[src/rtl/pipelined_instruction_decoder_if.sv]
// Handshake and decoded-field bundle between fetch, the decode stage and its consumer.
// The slave modport is the decoder's view; the master modport is the surrounding pipeline.
interface pipelined_instruction_decoder_if #(
   parameter int DATA_W = 32,
   parameter int REG_AW = 5
);
   logic              in_valid;
   logic              in_ready;
   logic [31:0]       in_instr;
   logic              out_valid;
   logic              out_ready;
   logic [5:0]        out_opcode;
   logic [REG_AW-1:0] out_rs;
   logic [REG_AW-1:0] out_rt;
   logic [REG_AW-1:0] out_rd;
   logic [4:0]        out_shamt;
   logic [5:0]        out_funct;
   logic [DATA_W-1:0] out_imm_ext;
   logic [25:0]       out_jaddr;
   logic [1:0]        out_type;
   logic              out_illegal;

   modport master (
      output in_valid, in_instr, out_ready,
      input  in_ready, out_valid, out_opcode, out_rs, out_rt, out_rd, out_shamt,
             out_funct, out_imm_ext, out_jaddr, out_type, out_illegal
   );

   modport slave (
      input  in_valid, in_instr, out_ready,
      output in_ready, out_valid, out_opcode, out_rs, out_rt, out_rd, out_shamt,
             out_funct, out_imm_ext, out_jaddr, out_type, out_illegal
   );
endinterface

[src/rtl/pipelined_instruction_decoder.sv]
// Registered MIPS decode stage: field split, immediate extension, R/I/J classification,
// valid/ready on both sides with a one-word skid register, flush and a saturating accept counter.
module pipelined_instruction_decoder #(
   parameter int DATA_W = 32,
   parameter int REG_AW = 5,
   parameter int CNT_W  = 16
) (
   input  logic                               clk,
   input  logic                               rst_n,
   input  logic                               flush,
   pipelined_instruction_decoder_if.slave     bus,
   output logic [CNT_W-1:0]                   instr_count
);

   typedef struct packed {
      logic [5:0]        opcode;
      logic [REG_AW-1:0] rs;
      logic [REG_AW-1:0] rt;
      logic [REG_AW-1:0] rd;
      logic [4:0]        shamt;
      logic [5:0]        funct;
      logic [DATA_W-1:0] imm_ext;
      logic [25:0]       jaddr;
      logic [1:0]        typ;
      logic              illegal;
   } dec_t;

   typedef enum logic [1:0] {EMPTY = 2'd0, FULL = 2'd1, SKID = 2'd2} state_t;

   state_t      state, state_nxt;
   logic        rdy;
   logic        acc, dlv;
   logic        ld_out, ld_skid, pop_skid;
   dec_t        dec, out_q, skid_q;
   logic [5:0]  op;
   logic [31:0] lui_w;

   // Decode straight off the input word; the result lands in out_q or skid_q.
   always_comb begin
      dec         = '0;
      op          = bus.in_instr[31:26];
      lui_w       = {bus.in_instr[15:0], 16'h0000};
      dec.opcode  = op;
      dec.illegal = (op == 6'h01) || (op[5:4] == 2'b01) || (op >= 6'h2C);
      if (op == 6'h00) begin
         dec.typ   = 2'd0;
         dec.rs    = REG_AW'(bus.in_instr[25:21]);
         dec.rt    = REG_AW'(bus.in_instr[20:16]);
         dec.rd    = REG_AW'(bus.in_instr[15:11]);
         dec.shamt = bus.in_instr[10:6];
         dec.funct = bus.in_instr[5:0];
      end else if (op == 6'h02 || op == 6'h03) begin
         dec.typ   = 2'd2;
         dec.jaddr = bus.in_instr[25:0];
      end else begin
         dec.typ = 2'd1;
         dec.rs  = REG_AW'(bus.in_instr[25:21]);
         dec.rt  = REG_AW'(bus.in_instr[20:16]);
         case (op)
            6'h0C, 6'h0D, 6'h0E: dec.imm_ext = DATA_W'(bus.in_instr[15:0]);
            6'h0F:               dec.imm_ext = DATA_W'($signed(lui_w));
            default:             dec.imm_ext = DATA_W'($signed(bus.in_instr[15:0]));
         endcase
      end
   end

   assign acc = bus.in_valid && rdy;
   assign dlv = (state != EMPTY) && bus.out_ready;

   always_ff @(posedge clk or negedge rst_n) begin
      if (!rst_n) begin
         state <= EMPTY;
         rdy   <= 1'b0;
      end else begin
         state <= state_nxt;
         rdy   <= (state_nxt != SKID);
      end
   end

   always_comb begin
      state_nxt = state;
      if (flush) begin
         state_nxt = EMPTY;
      end else begin
         case (state)
            EMPTY:   if (acc) state_nxt = FULL;
            FULL:    if (acc && !dlv) state_nxt = SKID;
                     else if (dlv && !acc) state_nxt = EMPTY;
            SKID:    if (dlv) state_nxt = FULL;
            default: state_nxt = EMPTY;
         endcase
      end
   end

   // Flush suppresses every load; field registers may keep stale contents.
   always_comb begin
      ld_out   = 1'b0;
      ld_skid  = 1'b0;
      pop_skid = 1'b0;
      if (!flush) begin
         case (state)
            EMPTY:   ld_out = acc;
            FULL: begin
               ld_out  = acc && dlv;
               ld_skid = acc && !dlv;
            end
            SKID:    pop_skid = dlv;
            default: ;
         endcase
      end
   end

   always_ff @(posedge clk or negedge rst_n) begin
      if (!rst_n) begin
         out_q  <= '0;
         skid_q <= '0;
      end else begin
         if (ld_out)        out_q <= dec;
         else if (pop_skid) out_q <= skid_q;
         if (ld_skid)       skid_q <= dec;
      end
   end

   always_ff @(posedge clk or negedge rst_n) begin
      if (!rst_n)
         instr_count <= '0;
      else if (acc && !flush && (instr_count != {CNT_W{1'b1}}))
         instr_count <= instr_count + CNT_W'(1);
   end

   assign bus.in_ready    = rdy;
   assign bus.out_valid   = (state != EMPTY);
   assign bus.out_opcode  = out_q.opcode;
   assign bus.out_rs      = out_q.rs;
   assign bus.out_rt      = out_q.rt;
   assign bus.out_rd      = out_q.rd;
   assign bus.out_shamt   = out_q.shamt;
   assign bus.out_funct   = out_q.funct;
   assign bus.out_imm_ext = out_q.imm_ext;
   assign bus.out_jaddr   = out_q.jaddr;
   assign bus.out_type    = out_q.typ;
   assign bus.out_illegal = out_q.illegal;

endmodule

[src/flat_wrapper.sv]
// flat-port wrapper written by rule: the top's interface ports become plain ports
module pipelined_instruction_decoder_flat 
#(
   parameter int DATA_W = 32,
   parameter int REG_AW = 5,
   parameter int CNT_W  = 16
)
  (clk, rst_n, flush, instr_count, bus_in_valid, bus_in_instr, bus_out_ready, bus_in_ready, bus_out_valid, bus_out_opcode, bus_out_rs, bus_out_rt, bus_out_rd, bus_out_shamt, bus_out_funct, bus_out_imm_ext, bus_out_jaddr, bus_out_type, bus_out_illegal);
  pipelined_instruction_decoder_if #(.DATA_W(DATA_W), .REG_AW(REG_AW)) bus_i ();
  input  logic clk;
  input  logic rst_n;
  input  logic flush;
  output logic [CNT_W-1:0] instr_count;
  input wire logic [$bits(bus_i.in_valid)-1:0] bus_in_valid;
  input wire logic [$bits(bus_i.in_instr)-1:0] bus_in_instr;
  input wire logic [$bits(bus_i.out_ready)-1:0] bus_out_ready;
  output wire logic [$bits(bus_i.in_ready)-1:0] bus_in_ready;
  output wire logic [$bits(bus_i.out_valid)-1:0] bus_out_valid;
  output wire logic [$bits(bus_i.out_opcode)-1:0] bus_out_opcode;
  output wire logic [$bits(bus_i.out_rs)-1:0] bus_out_rs;
  output wire logic [$bits(bus_i.out_rt)-1:0] bus_out_rt;
  output wire logic [$bits(bus_i.out_rd)-1:0] bus_out_rd;
  output wire logic [$bits(bus_i.out_shamt)-1:0] bus_out_shamt;
  output wire logic [$bits(bus_i.out_funct)-1:0] bus_out_funct;
  output wire logic [$bits(bus_i.out_imm_ext)-1:0] bus_out_imm_ext;
  output wire logic [$bits(bus_i.out_jaddr)-1:0] bus_out_jaddr;
  output wire logic [$bits(bus_i.out_type)-1:0] bus_out_type;
  output wire logic [$bits(bus_i.out_illegal)-1:0] bus_out_illegal;
  assign bus_i.in_valid = bus_in_valid;
  assign bus_i.in_instr = bus_in_instr;
  assign bus_i.out_ready = bus_out_ready;
  assign bus_in_ready = bus_i.in_ready;
  assign bus_out_valid = bus_i.out_valid;
  assign bus_out_opcode = bus_i.out_opcode;
  assign bus_out_rs = bus_i.out_rs;
  assign bus_out_rt = bus_i.out_rt;
  assign bus_out_rd = bus_i.out_rd;
  assign bus_out_shamt = bus_i.out_shamt;
  assign bus_out_funct = bus_i.out_funct;
  assign bus_out_imm_ext = bus_i.out_imm_ext;
  assign bus_out_jaddr = bus_i.out_jaddr;
  assign bus_out_type = bus_i.out_type;
  assign bus_out_illegal = bus_i.out_illegal;
  pipelined_instruction_decoder #(.DATA_W(DATA_W), .REG_AW(REG_AW), .CNT_W(CNT_W)) u_core (.clk(clk), .rst_n(rst_n), .flush(flush), .bus(bus_i), .instr_count(instr_count));
endmodule
[config.mk]
export PLATFORM = sky130hd
export DESIGN_NAME = pipelined_instruction_decoder_flat
export DESIGN_NICKNAME = d
export VERILOG_FILES = /design/src/rtl/pipelined_instruction_decoder_if.sv /design/src/rtl/pipelined_instruction_decoder.sv /design/src/flat_wrapper.sv
export SDC_FILE = /design/constraint.sdc
export NUM_CORES = 1
export LEC_CHECK = 0
export CAP_MARGIN = 0
export CORE_MARGIN = 1.5
export CORE_UTILIZATION = 34
export CTS_CLUSTER_SIZE = 14
export DETAILED_ROUTE_END_ITERATION = 12
export PLACE_DENSITY_LB_ADDON = 0.12
export SYNTH_ARGS = -nofsm -noshare
export SYNTH_HDL_FRONTEND = slang
export SYNTH_SLANG_ARGS = --single-unit
export TNS_END_PERCENT = 5
[constraint.sdc]
create_clock -name clk -period 3.9 [get_ports clk]
set_input_delay 0.39 -clock clk [delete_from_list [all_inputs] [get_ports clk]]
set_output_delay 0.39 -clock clk [all_outputs]
set_load 0.005 [all_outputs]
; Yosys cells after proc, flatten, opt, wreduce, memory -nomap -nowiden
; Index checks and enable logic that the tools add are counted.
[classes]
add_sub_neg = 1
order_cmp = 1
eq_ne = 12
mux = 23
n_reduce_logical = 18
[op_table]
columns = op, count
row1 = 93-bit two-way mux, 2
row2 = 32-bit case mux with 2 select lines, 1
row3 = 58-bit two-way mux, 1
row4 = 32-bit two-way mux, 1
row5 = 26-bit two-way mux, 1
row6 = 6-bit by 4-bit equality test with 1-bit output (second input constant), 4
row7 = 10-bit two-way mux, 2
row8 = 16-bit by 1-bit adder with 16-bit output (second input constant), 1
row9 = 16-bit two-way mux, 1
row10 = 16-bit inequality test (second input constant), 1
row11 = 2-bit two-way mux, 7
row12 = 6-bit by 2-bit equality test with 1-bit output (second input constant), 2
row13 = 1-bit logical AND, 7
row14 = 6-bit by 1-bit equality test with 1-bit output (second input constant), 1
row15 = 6-bit >= comparator (second input constant), 1
row16 = 6-bit zero test, 1
row17 = 2-bit case mux with 3 select lines, 1
row18 = 1-bit two-way mux, 5
row19 = 2-bit by 1-bit equality test with 1-bit output (second input constant), 2
row20 = 2-bit nonzero test, 2
row21 = 1-bit zero test, 3
row22 = 1-bit logical OR, 3
row23 = 3-bit OR reduction, 1
row24 = 2-bit equality test (second input constant), 1
row25 = other kinds (3), 3
[totals]
register_bits = 205
inputBits = 37
wordCells = 78

; Depth between registers and ports, before layout
[depth]
ltp_word = 8
mapped_depth = 8

; Worst setup path before layout
; OpenSTA, ideal clock, no wires.
[synth_timing]
path_kind = register to register
start = reg u_core.instr_count[0]
end = reg u_core.instr_count[1]
setup_ps = 125
t_arrival_ps = 1602
required_time_ps = 3775
setup_slack_ps = 2173
stages_incl_launch_ff = 6
path_buffers = 0
synth_period_minus_slack_ps = 1727
path_cell_list = dfrtp_1 -> ha_1 -> nand3_1 -> nor3_2 -> a21oi_2 -> mux2_4
[synth_between]
elab_chain_len = 2
elab_cells_between_ends = 3
classes_between = add/sub (1) / eq/ne (1) / reduce/logical (1)
[synth_rtl]
columns = item, line_no
row1 = from (decl), pipelined_instruction_decoder.sv:12  ; output logic [CNT_W-1:0] instr_count
row2 = from (signal assigned), pipelined_instruction_decoder.sv:128  ; instr_count <= instr_count + CNT_W'(1);
row3 = "parallel branches: the longest is 2 deep, another holds 16-bit by 1-bit adder with 16-bit output", -
; Parallel ways; which one is timed is not known.
; A chain may end at the register's enable or synchronous reset.

; Worst setup path in the final report
[layout_timing]
start = in flush
end = reg u_core.out_q, in the netlist u_core.bus.out_imm_ext[4]
[layout_between]
elab_chain_len = 2
elab_cells_between_ends = 4
classes_between = mux (3) / reduce/logical (1)
[layout_rtl]
columns = item, line_no
row1 = from (decl), flat_wrapper.sv:12  ; input logic flush;
row2 = 1-bit two-way mux, pipelined_instruction_decoder.sv:100  ; if (!flush) begin
row3 = 93-bit two-way mux / 2-bit nonzero test (equally long branches), -
row4 = to (signal assigned), pipelined_instruction_decoder.sv:119  ; else if (pop_skid) out_q <= skid_q;
row5 = to (decl), pipelined_instruction_decoder.sv:34  ; dec_t dec, out_q, skid_q;
; Several ways; a longest one is shown, not always the timed one.

==> impl_metrics.tcl <==
set metrics [dict create \
    status "completed" \
    reg2reg_setup_slack_ps 1590 \
    tritoncts "done" \
    min_period_over_period 0.611 \
    fmax_mhz 420 \
    slowest_stage "o21ai_4" \
    nFillCells 2626 \
    p_per_area_nw_per_um2 537 \
    post-route-util 0.441 \
    final-hold-violation-count 0 \
    port_buffers 147 \
    vias_per_cell 5.19 \
    hold_path.class "reg2reg" \
    ios 148 \
    reg2regPathDepth 5 \
    post_cts_resized 0 \
    die_w_um 168 \
    drive_above_1_share 0.102 \
    post-place-ws_ps 999 \
    cp-start-kind "primary input" \
    path_cells "clkdlybuf4s50_1, nand4bb_1, o21ai_4, buf_4, nor2_1, a211oi_1" \
    ys_warn_count 0 \
    slew_headroom 0.298 \
    syn-cell-area_um2 9290 \
    diodes 0 \
    grt_antenna_before_repair 0 \
    synth_fp_nets 999 \
    cpLargestDelayFamily "buffers and inverters" \
    die-area_um2 28300 \
    grt_pass1_wl_mm 43.4 \
    synth_cell_types 59 \
    drv_slew 0 \
    hold_ws_ps 473 \
    gp_congestion 0.779 \
    grt_pass1_vias 7288 \
    start_util 0.346 \
    drt_first_pass_iters 5 \
    tightest_slew_ps 1050 \
    critPathCapture "u_core.bus.out_imm_ext[4]" \
    avgSynthCellArea_um2 9.67 \
    tns_ps 0 \
    cap_violations 0 \
    synthFlopType "dfrtp_1" \
    drtIter0Drc 509 \
    drt.antenna.violating_nets 0 \
    numCtsBuffers 25 \
    drc 0 \
    cp.arrival_ps 2800 \
    timing.rr.start "u_core.bus.in_ready" \
    finalCriticalPeriod_ps 2380 \
    end_kind "register" \
    fin_nets 1120 \
    path_depth 6 \
    grt_usage 0.194 \
    row_count 60 \
    fin_ws_ps 1520 \
    dieHeight_um 168 \
    finClkSkew_ps 8.33 \
    synthArstFlopShare 1.00 \
    seq_area_frac_synth 0.552 \
    area_growth_syn_to_layout_pct 27.7 \
    leakage_nw 5.25 \
    finalWirelength_mm 27.2 \
    syn_inst 961 \
    routedWlPerCell_um 18.9 \
    grt_max_degree 106 \
    worstSetupPathType "in2reg" \
    required_ps 4320 \
    gr-total-overflow 0 \
    clk_pin_slew_ps 60 \
    cts-root-buf "clkbuf_16" \
    rsz0062_at_grt "no" \
    setup_viol 0 \
    crit_path_max_incr_delay_ps 610 \
    path_buf_inv 2 \
    placed_area_um2 11000 \
    ys_seq_elements 205 \
    startpoint "flush" \
    r2r_end "u_core.bus.out_imm_ext[4]" \
    dpl.hpwl_mm 17.4 \
    ir_drop_mv 0.221 \
    hold_start "u_core.bus.out_rs[4]" \
    core-area_um2 26900 \
    design_area_um2 11900 \
    clk_path_buf_depth 3 \
    dr_total_vias 7482 \
    synth-edff-count 0 \
    insertion_delay_ps 510 \
    cts.sinks 205 \
    cts.htree.levels 1 \
    cp_max_fo 24 \
]
==> per-layer routing <==
metal  wire [um]  global-route usage  up-vias
met2       12100               0.294      187
met1       13500               0.296     3670
met4         441              0.0470        0
li1            -                   -     3596
met3        1180              0.0219       29
met5           0                   0        -
==> power breakdown <==
group | internal, mW | leakage [nW] | total (mW) | switching (mW)
Combinational | 0.671 | 2.19 | 1.24 | 0.567
Sequential | 2.51 | 2.65 | 2.76 | 0.252
Clock | 1.46 | 0.418 | 2.37 | 0.910
==> area by class of cell <==
class	count	area [um2]	area share
Tap cell	341	427	0.0360
Timing Repair Buffer	167	1670	0.140
Inverter	6	22.5	0.00190
Clock buffer	37	751	0.0633
Sequential cell	205	5130	0.433
Multi-Input combinational cell	677	3770	0.318
Clock inverter	8	92.6	0.00781
==> cells in the mapped netlist (3+ instances only) <==
cell type,instances,share of area
clkbuf_1,22,0.0089
nand3_1,66,0.036
o21ai_0,78,0.042
nand2b_1,3,0.0020
buf_4,10,0.0081
xnor2_1,4,0.0038
xor2_1,10,0.0094
o31ai_2,8,0.011
nor3_2,3,0.0032
a22oi_1,11,0.0089
a31oi_1,4,0.0027
dfrtp_1,205,0.55
a21oi_1,48,0.026
buf_6,7,0.0085
o31ai_1,22,0.018
a2bb2oi_1,15,0.014
and2_1,5,0.0034
o21ai_1,9,0.0048
nor2_1,74,0.030
nor3_1,22,0.012
nand2_1,197,0.080
a211oi_2,5,0.0067
and3_1,15,0.010
and4_1,3,0.0028
nand4_1,5,0.0034
inv_1,6,0.0024
mux2_2,16,0.019
a211oi_1,19,0.015
buf_2,32,0.017
==> through the flow <==
| step | power, mW | cells |
|---|---|---|
| final | 6.36 | 1441 |
| after global routing | 6.70 | 1441 |
| after CTS | 6.44 | 1441 |
| after detailed placement | 4.06 | 1395 |
| after global placement | 4.04 | 1395 |
| after floorplan | 3.29 | 961 |
==> logic make-up (layout without fill, tap and decap cells) <==
| kind of cell | after synthesis | count (layout) | share of synthesized area |
|---|---|---|---|
| and+or+nand+nor | 411 | 411 | 0.202 |
| muxes | 17 | 17 | 0.0210 |
| DFF | 205 | 205 | 0.552 |
| adders and majority gates | 1 | 1 | 0.00135 |
| AOI/OAI and AO/OA | 234 | 234 | 0.164 |
| xor gates and xnor gates | 14 | 14 | 0.0132 |
| buffers and inverters | 79 | 218 | 0.0461 |
==> state kept, by name, indices dropped and copies added (netlist names), 5 cells and up <==
register and cells:
u_core.instr_count 16, u_core.bus.out_shamt 5, u_core.bus.out_rt 5, u_core.bus.out_jaddr 26, u_core.skid_q 93, u_core.bus.out_rd 5
u_core.bus.out_rs 5, u_core.bus.out_funct 6, u_core.bus.out_imm_ext 32, u_core.bus.out_opcode 6
==> worst min path at each step <==
stage,endpoint,slack (ps),cells past startpoint
after detailed placement,u_core.bus.out_opcode[0],460,2
after floorplan,u_core.bus.in_ready,90,0
after global placement,u_core.skid_q[0],460,2
after CTS,u_core.bus.out_rs[4],480,2
after global routing,u_core.skid_q[7],490,2
final,u_core.bus.out_rs[4],470,2
==> worst min-delay path, stage by stage, from the launching register on <==
cell,delay (ps)
dfrtp_1,340
nand2_1,50
o31ai_1,50
==> cells in the final DEF (no fill, tap or decap), types with 6 or more instances in the layout <==
| cell type | count |
|---|---|
| dfrtp_1 | 205 |
| nand2_1 | 196 |
| clkdlybuf4s50_1 | 146 |
| o21ai_0 | 78 |
| nor2_1 | 71 |
| nand3_1 | 66 |
| a21oi_1 | 48 |
| clkbuf_16 | 25 |
| o31ai_1 | 22 |
| nor3_1 | 22 |
| a211oi_1 | 19 |
| mux2_2 | 16 |
| buf_4 | 16 |
| and3_1 | 15 |
| a2bb2oi_1 | 15 |
| a22oi_1 | 11 |
| xor2_1 | 10 |
| o21ai_1 | 9 |
| clkbuf_8 | 9 |
| o31ai_2 | 8 |
| inv_1 | 6 |
==> repair_timing <==
action | in CTS | in global routing
hold buffers | 1 | 0
endpoints found under the setup margin | 0 | 0
endpoints found under the hold margin | 83 | 0
buffers inserted | 0 | 0
(Power assumes the default switching activity.)
